==> config.mk <==
export PLATFORM = sky130hd
export DESIGN_NAME = slim_freeze_ctrl
export DESIGN_NICKNAME = d
export VERILOG_FILES = /design/src/rtl/slim_pkg.sv /design/src/rtl/slim_box_overlap.sv /design/src/rtl/slim_freeze_ctrl.sv
export SDC_FILE = /design/constraint.sdc
export NUM_CORES = 1
export LEC_CHECK = 0
export ABC_AREA = 0
export BUFFER_PORTS_ARGS = -buffer_cell sky130_fd_sc_hd__buf_2
export CELL_PAD_IN_SITES_DETAIL_PLACEMENT = 2
export CELL_PAD_IN_SITES_GLOBAL_PLACEMENT = 2
export CORE_MARGIN = 2
export CORE_UTILIZATION = 31
export CTS_CLUSTER_SIZE = 28
export DETAILED_ROUTE_END_ITERATION = 6
export PLACE_DENSITY = 0.91
export SKIP_CTS_REPAIR_TIMING = 1
export SYNTH_ARGS = -nofsm -noshare
export SYNTH_HDL_FRONTEND = slang
export SYNTH_SLANG_ARGS = --single-unit
==> constraint.sdc <==
create_clock -name clk -period 2.3 [get_ports clk]
set_clock_uncertainty 0.1 [all_clocks]
set_input_delay 0.46 -clock clk [delete_from_list [all_inputs] [get_ports clk]]
set_output_delay 0.46 -clock clk [all_outputs]
set_load 0.05 [all_outputs]
==> src/rtl/slim_pkg.sv <==
// Shared types and default constants for the slime freeze controller.
package slim_pkg;

  // Slime behaviour states
  typedef enum logic [1:0] {
    WALK,
    FROZEN,
    IMMUNE,
    DEAD
  } slim_state_e;

  // One 60 Hz game tick is marked by this ipcnt value
  localparam logic [31:0] TICK_VAL = 32'd6000000;

  // Frozen duration matches the renderer's frozen-animation wrap length
  localparam int FREEZE_TICKS = 127;
  localparam int IMMUNE_TICKS = 16;

  // Box sizes in pixels
  localparam int SLIM_W = 34;
  localparam int SLIM_H = 33;
  localparam int ICE_W  = 16;
  localparam int ICE_H  = 16;
  localparam int PLY_W  = 32;
  localparam int PLY_H  = 40;

  // Visible screen size
  localparam int SCREEN_W = 640;
  localparam int SCREEN_H = 480;

  // Increment that sticks at the top of an 8-bit range
  function automatic logic [7:0] satInc8(input logic [7:0] value);
    return (value == 8'hFF) ? value : value + 8'd1;
  endfunction

endpackage

==> src/rtl/slim_box_overlap.sv <==
// Inclusive axis-aligned box overlap test between box A and box B.
// Edge sums are widened by one bit so boxes near the coordinate limit never wrap.
module slim_box_overlap #(
  parameter int AW = 16,
  parameter int AH = 16,
  parameter int BW = 34,
  parameter int BH = 33
) (
  input  logic [9:0] i_ax,
  input  logic [8:0] i_ay,
  input  logic [9:0] i_bx,
  input  logic [8:0] i_by,
  output logic       o_overlap
);

  logic [10:0] w_axEnd;
  logic [10:0] w_bxEnd;
  logic [9:0]  w_ayEnd;
  logic [9:0]  w_byEnd;

  // Last pixel covered by each box, one bit wider than the coordinates
  assign w_axEnd = {1'b0, i_ax} + 11'(AW - 1);
  assign w_bxEnd = {1'b0, i_bx} + 11'(BW - 1);
  assign w_ayEnd = {1'b0, i_ay} + 10'(AH - 1);
  assign w_byEnd = {1'b0, i_by} + 10'(BH - 1);

  // Each box must start no later than the other one ends, on both axes
  assign o_overlap = ({1'b0, i_ax} <= w_bxEnd) &&
                     ({1'b0, i_bx} <= w_axEnd) &&
                     ({1'b0, i_ay} <= w_byEnd) &&
                     ({1'b0, i_by} <= w_ayEnd);

endmodule

==> src/rtl/slim_freeze_ctrl.sv <==
// Per-slime controller: decides freezing, shattering and contact damage.
// Stage 1 registers the box hits, stage 2 runs the state machine, so hit
// responses appear two clock edges after the inputs change.
module slim_freeze_ctrl #(
  parameter logic [31:0] TICK_VAL     = slim_pkg::TICK_VAL,
  parameter int          FREEZE_TICKS = slim_pkg::FREEZE_TICKS,
  parameter int          IMMUNE_TICKS = slim_pkg::IMMUNE_TICKS,
  parameter int          SLIM_W       = slim_pkg::SLIM_W,
  parameter int          SLIM_H       = slim_pkg::SLIM_H,
  parameter int          ICE_W        = slim_pkg::ICE_W,
  parameter int          ICE_H        = slim_pkg::ICE_H,
  parameter int          PLY_W        = slim_pkg::PLY_W,
  parameter int          PLY_H        = slim_pkg::PLY_H
) (
  input  logic        clk,
  input  logic        rst,
  input  logic [31:0] ipcnt,
  input  logic [9:0]  x_slim,
  input  logic [8:0]  y_slim,
  input  logic        ice_valid,
  input  logic [9:0]  ice_x,
  input  logic [8:0]  ice_y,
  input  logic [9:0]  ply_x,
  input  logic [8:0]  ply_y,
  output logic        slim_frozen,
  output logic        slim_visible,
  output logic        ice_consume,
  output logic        player_hit,
  output logic        slim_dead,
  output logic [6:0]  frz_left,
  output logic [7:0]  freeze_cnt
);

  import slim_pkg::*;

  localparam logic [6:0] FRZ_LOAD = 7'(FREEZE_TICKS);
  localparam logic [4:0] IMM_LOAD = 5'(IMMUNE_TICKS);

  logic        w_tick;
  logic        w_iceOverlap;
  logic        w_plyOverlap;
  logic        w_touch;

  logic        r_hitIce;
  logic        r_hitPly;
  logic        r_hitPlyD;

  slim_state_e r_state;
  logic [4:0]  r_immLeft;
  logic        r_frozen;
  logic        r_visible;
  logic        r_iceConsume;
  logic        r_playerHit;
  logic        r_dead;
  logic [6:0]  r_frzLeft;
  logic [7:0]  r_freezeCnt;

  assign w_tick = (ipcnt == TICK_VAL);

  slim_box_overlap #(
    .AW(ICE_W), .AH(ICE_H), .BW(SLIM_W), .BH(SLIM_H)
  ) u_iceBox (
    .i_ax      (ice_x),
    .i_ay      (ice_y),
    .i_bx      (x_slim),
    .i_by      (y_slim),
    .o_overlap (w_iceOverlap)
  );

  slim_box_overlap #(
    .AW(PLY_W), .AH(PLY_H), .BW(SLIM_W), .BH(SLIM_H)
  ) u_plyBox (
    .i_ax      (ply_x),
    .i_ay      (ply_y),
    .i_bx      (x_slim),
    .i_by      (y_slim),
    .o_overlap (w_plyOverlap)
  );

  // Stage 1: register box hits and keep last cycle's player contact for edge detection
  always_ff @(posedge clk or posedge rst) begin
    if (rst) begin
      r_hitIce  <= 1'b0;
      r_hitPly  <= 1'b0;
      r_hitPlyD <= 1'b0;
    end else begin
      r_hitIce  <= ice_valid & w_iceOverlap;
      r_hitPly  <= w_plyOverlap;
      r_hitPlyD <= r_hitPly;
    end
  end

  // Only a fresh contact damages the player, not sustained overlap
  assign w_touch = r_hitPly & ~r_hitPlyD;

  // Stage 2: slime state machine with registered outputs and tick counters
  always_ff @(posedge clk or posedge rst) begin
    if (rst) begin
      r_state      <= WALK;
      r_immLeft    <= 5'd0;
      r_frozen     <= 1'b0;
      r_visible    <= 1'b1;
      r_iceConsume <= 1'b0;
      r_playerHit  <= 1'b0;
      r_dead       <= 1'b0;
      r_frzLeft    <= 7'd0;
      r_freezeCnt  <= 8'd0;
    end else begin
      r_iceConsume <= 1'b0;
      r_playerHit  <= 1'b0;
      case (r_state)
        WALK: begin
          if (r_hitIce) begin
            r_state      <= FROZEN;
            r_frozen     <= 1'b1;
            r_frzLeft    <= FRZ_LOAD;
            r_iceConsume <= 1'b1;
            r_freezeCnt  <= satInc8(r_freezeCnt);
          end else if (w_touch) begin
            r_playerHit <= 1'b1;
          end
        end
        FROZEN: begin
          if (r_hitPly) begin
            r_state   <= DEAD;
            r_frozen  <= 1'b0;
            r_visible <= 1'b0;
            r_dead    <= 1'b1;
            r_frzLeft <= 7'd0;
          end else if (r_hitIce) begin
            r_frzLeft    <= FRZ_LOAD;
            r_iceConsume <= 1'b1;
          end else if (w_tick) begin
            if (r_frzLeft == 7'd1) begin
              r_state   <= IMMUNE;
              r_frozen  <= 1'b0;
              r_frzLeft <= 7'd0;
              r_immLeft <= IMM_LOAD;
            end else begin
              r_frzLeft <= r_frzLeft - 7'd1;
            end
          end
        end
        IMMUNE: begin
          if (w_touch) begin
            r_playerHit <= 1'b1;
          end
          if (w_tick) begin
            if (r_immLeft == 5'd1) begin
              r_state   <= WALK;
              r_immLeft <= 5'd0;
            end else begin
              r_immLeft <= r_immLeft - 5'd1;
            end
          end
        end
        DEAD: begin
        end
        default: begin
          r_state <= WALK;
        end
      endcase
    end
  end

  assign slim_frozen  = r_frozen;
  assign slim_visible = r_visible;
  assign ice_consume  = r_iceConsume;
  assign player_hit   = r_playerHit;
  assign slim_dead    = r_dead;
  assign frz_left     = r_frzLeft;
  assign freeze_cnt   = r_freezeCnt;

endmodule

==> results.toml <==
[global_route]
grt_start_max_net_pins = 27
grt-ovfl-total = 0
grt_pass1_wl_mm = 28.0
grt_pass1_vias = 5378
antenna_found_initial = 0
grt.total_usage = 0.251

[synthesis]
syn_inst = 473
synth.cell_area_mm2 = 0.00401
ys_seq_area_frac = 0.188
synth_cell_types = 57
syn_nets = 650
ys_dominant_reg_cell = "dfrtp_1"
async_reset_ff_frac = 1.00
ys_seq_elements = 30
synth_edf_count = 0
yosysWarnings = 0
synth_area_per_cell_um2 = 8.47

[sta]
rsz0062_at_grt = "yes"
hold_viol_final = 0
setup_viol = 4
max_freq_ghz = 0.373
tightest_slew_ps = 503
period_share = 1.16
setup_ws_ps = -379
finalSetupTns_ps = -674
slew_headroom = 0.664
min_period_ps = 2680
timing.hold.ws_ps = 350
slew_viol_final = 0

[detailed_routing]
antenna_left = 0
drc_errors = 0
wirelength_mm = 22.1
routedWlPerCell_um = 25.7
drt_iter0_drc = 217
first_pass_iters = 4
viasPerCell = 5.65
num_vias = 4857

[floorplanning]
die_area_mm2 = 0.0139
start_util = 0.318
core_mm2 = 0.0126
die_h_um = 118
rows = 41
fp.dieW_um = 118
io_pins = 112

[worst_setup_path]
cp-end-kind = "flip-flop"
crit_fanout = 3
cp.required_ps = 2360
crit_end = "r_hitIce"
startpoint_type = "input pin"
reg2reg_slack_ps = 0
reg2reg_depth = 8
r2r-end = "r_immLeft[3]"
path_class = "in2reg"
arrival_ps = 2740
reg2reg_from = "frz_left[1]"
crit_start = "ice_y[1]"

[finish]
syn_to_final_growth_pct = 55.2
finalNetCount = 864
fillers = 1383
antenna_cells = 0
fin_cells = 860
final_area_mm2 = 0.00622
drive_gt1_frac = 0.448
fin_util = 0.493

[placement]
place_ws_ps = -849
dpl_cell_area_mm2 = 0.00548
port_buffers = 111
dpl.cell_count = 838
place_congestion = 0.890
dp_hpwl_mm = 15.2

[clock_tree]
cts_buffer_depth = 2
cts_sinks = 30
root_buffer = "clkbuf_16"
cts_buffers = 5
cts_tree = "yes"
path_clk_slew_ps = 60
h-tree-depth = 2
clk_latency_ps = 290

[run_status]
status = "finished, violations left"
violations = "negative setup slack"

[power_and_ir_drop]
p_leak_nw = 3.02
p_per_area_mw_per_mm2 = 497
finalPower_mw = 3.09
vdd_ir_drop_max_v = 0.000250

[worst_hold_path]
hold_class = "in2reg"
hold_depth = 3

[run]
drv_cap = 0
-- power breakdown --
| part | total [mW] | leakage (nW) | switching (mW) | internal, mW |
|---|---|---|---|---|
| Combinational | 1.69 | 2.56 | 1.03 | 0.661 |
| Sequential | 0.713 | 0.386 | 0.105 | 0.608 |
| Clock | 0.685 | 0.0729 | 0.257 | 0.428 |
-- cells in the mapped netlist (3+ instances only) --
cell type | count | area share
a21o_1 | 13 | 0.024
a21oi_1 | 24 | 0.030
a22o_1 | 4 | 0.0087
a31oi_1 | 5 | 0.0078
and2_1 | 4 | 0.0062
and3_1 | 10 | 0.016
dfrtp_1 | 29 | 0.18
ha_1 | 85 | 0.27
inv_1 | 24 | 0.022
nand2_1 | 42 | 0.039
nand2b_1 | 9 | 0.014
nand3_1 | 21 | 0.026
nand4_1 | 14 | 0.022
nor2_1 | 23 | 0.022
nor2b_1 | 13 | 0.020
nor3_1 | 13 | 0.016
nor4_1 | 8 | 0.012
o21a_1 | 4 | 0.0075
o21ai_0 | 23 | 0.029
o21ai_1 | 4 | 0.0050
o21bai_1 | 3 | 0.0056
o31a_1 | 3 | 0.0066
o31ai_1 | 7 | 0.013
xnor2_1 | 23 | 0.050
xor2_1 | 23 | 0.050
-- per-layer routing --
layer | global-route usage | share of wire | vias up
met4 | 0.102 | 0.059 | 0
met5 | 0 | 0 | -
li1 | - | - | 2172
met2 | 0.496 | 0.53 | 195
met1 | 0.263 | 0.37 | 2407
met3 | 0.0339 | 0.036 | 83
-- flip-flops by register name, summed over array words and instances, names as in the netlist --
| signal | count |
|---|---|
| r_hitPlyD | 1 |
| r_hitIce | 1 |
| slim_frozen | 1 |
| r_hitPly | 1 |
| ice_consume | 1 |
| freeze_cnt | 8 |
| slim_visible | 1 |
| player_hit | 1 |
| frz_left | 7 |
| r_state | 2 |
| r_immLeft | 5 |
| slim_dead | 1 |
-- cell usage in the layout (no fill, tap or decap), types with 14 or more instances in the layout --
cell type and instances:
dfrtp_1 29, nand2_1 37, nor2_1 19, xor2_1 19
xnor2_1 19, ha_1 78, a21oi_1 16, nand3_1 15
inv_1 19, nand4_1 14, buf_2 104, buf_4 99
-- worst min path at each step --
stage | start | end | slack [ps]
2_1_floorplan | r_hitPly | r_hitPlyD | 270
3_5_place_dp | rst | freeze_cnt[3] | 270
5_1_grt | ice_valid | r_hitIce | 360
3_3_place_gp | rst | freeze_cnt[3] | 250
4_1_cts | rst | freeze_cnt[5] | -30
6_report | ice_valid | r_hitIce | 350
-- critical path, cell delays in order --
cell	delay, ps
buf_2	130
inv_2	90
ha_4	150
nor3b_4	260
buf_4	160
nor2_1	50
xnor2_1	120
ha_1	370
nand4_1	230
buf_4	220
a31oi_1	230
o21ai_2	120
nand2_2	100
nor4_4	50
-- cell families after synthesis --
kind of cell | share of synthesized area
AND/OR/NAND/NOR | 0.234
AO/OA/AOI/OAI | 0.178
adder cells (fa/ha/maj) | 0.265
XOR/XNOR | 0.101
flip-flops | 0.188
buffers and inverters | 0.0325
multiplexers | 0.00281
-- area by class of cell --
class	instances	area, µm²	area share
multi-input cells	414	3640	0.585
repair buffers	212	1360	0.219
flip-flops and latches	30	752	0.121
well taps	172	215	0.0346
clock buffers	6	139	0.0223
inverters	24	97.6	0.0157
clock inverters	2	12.5	0.00201
No activity file was read; power rests on OpenSTA's default activity.
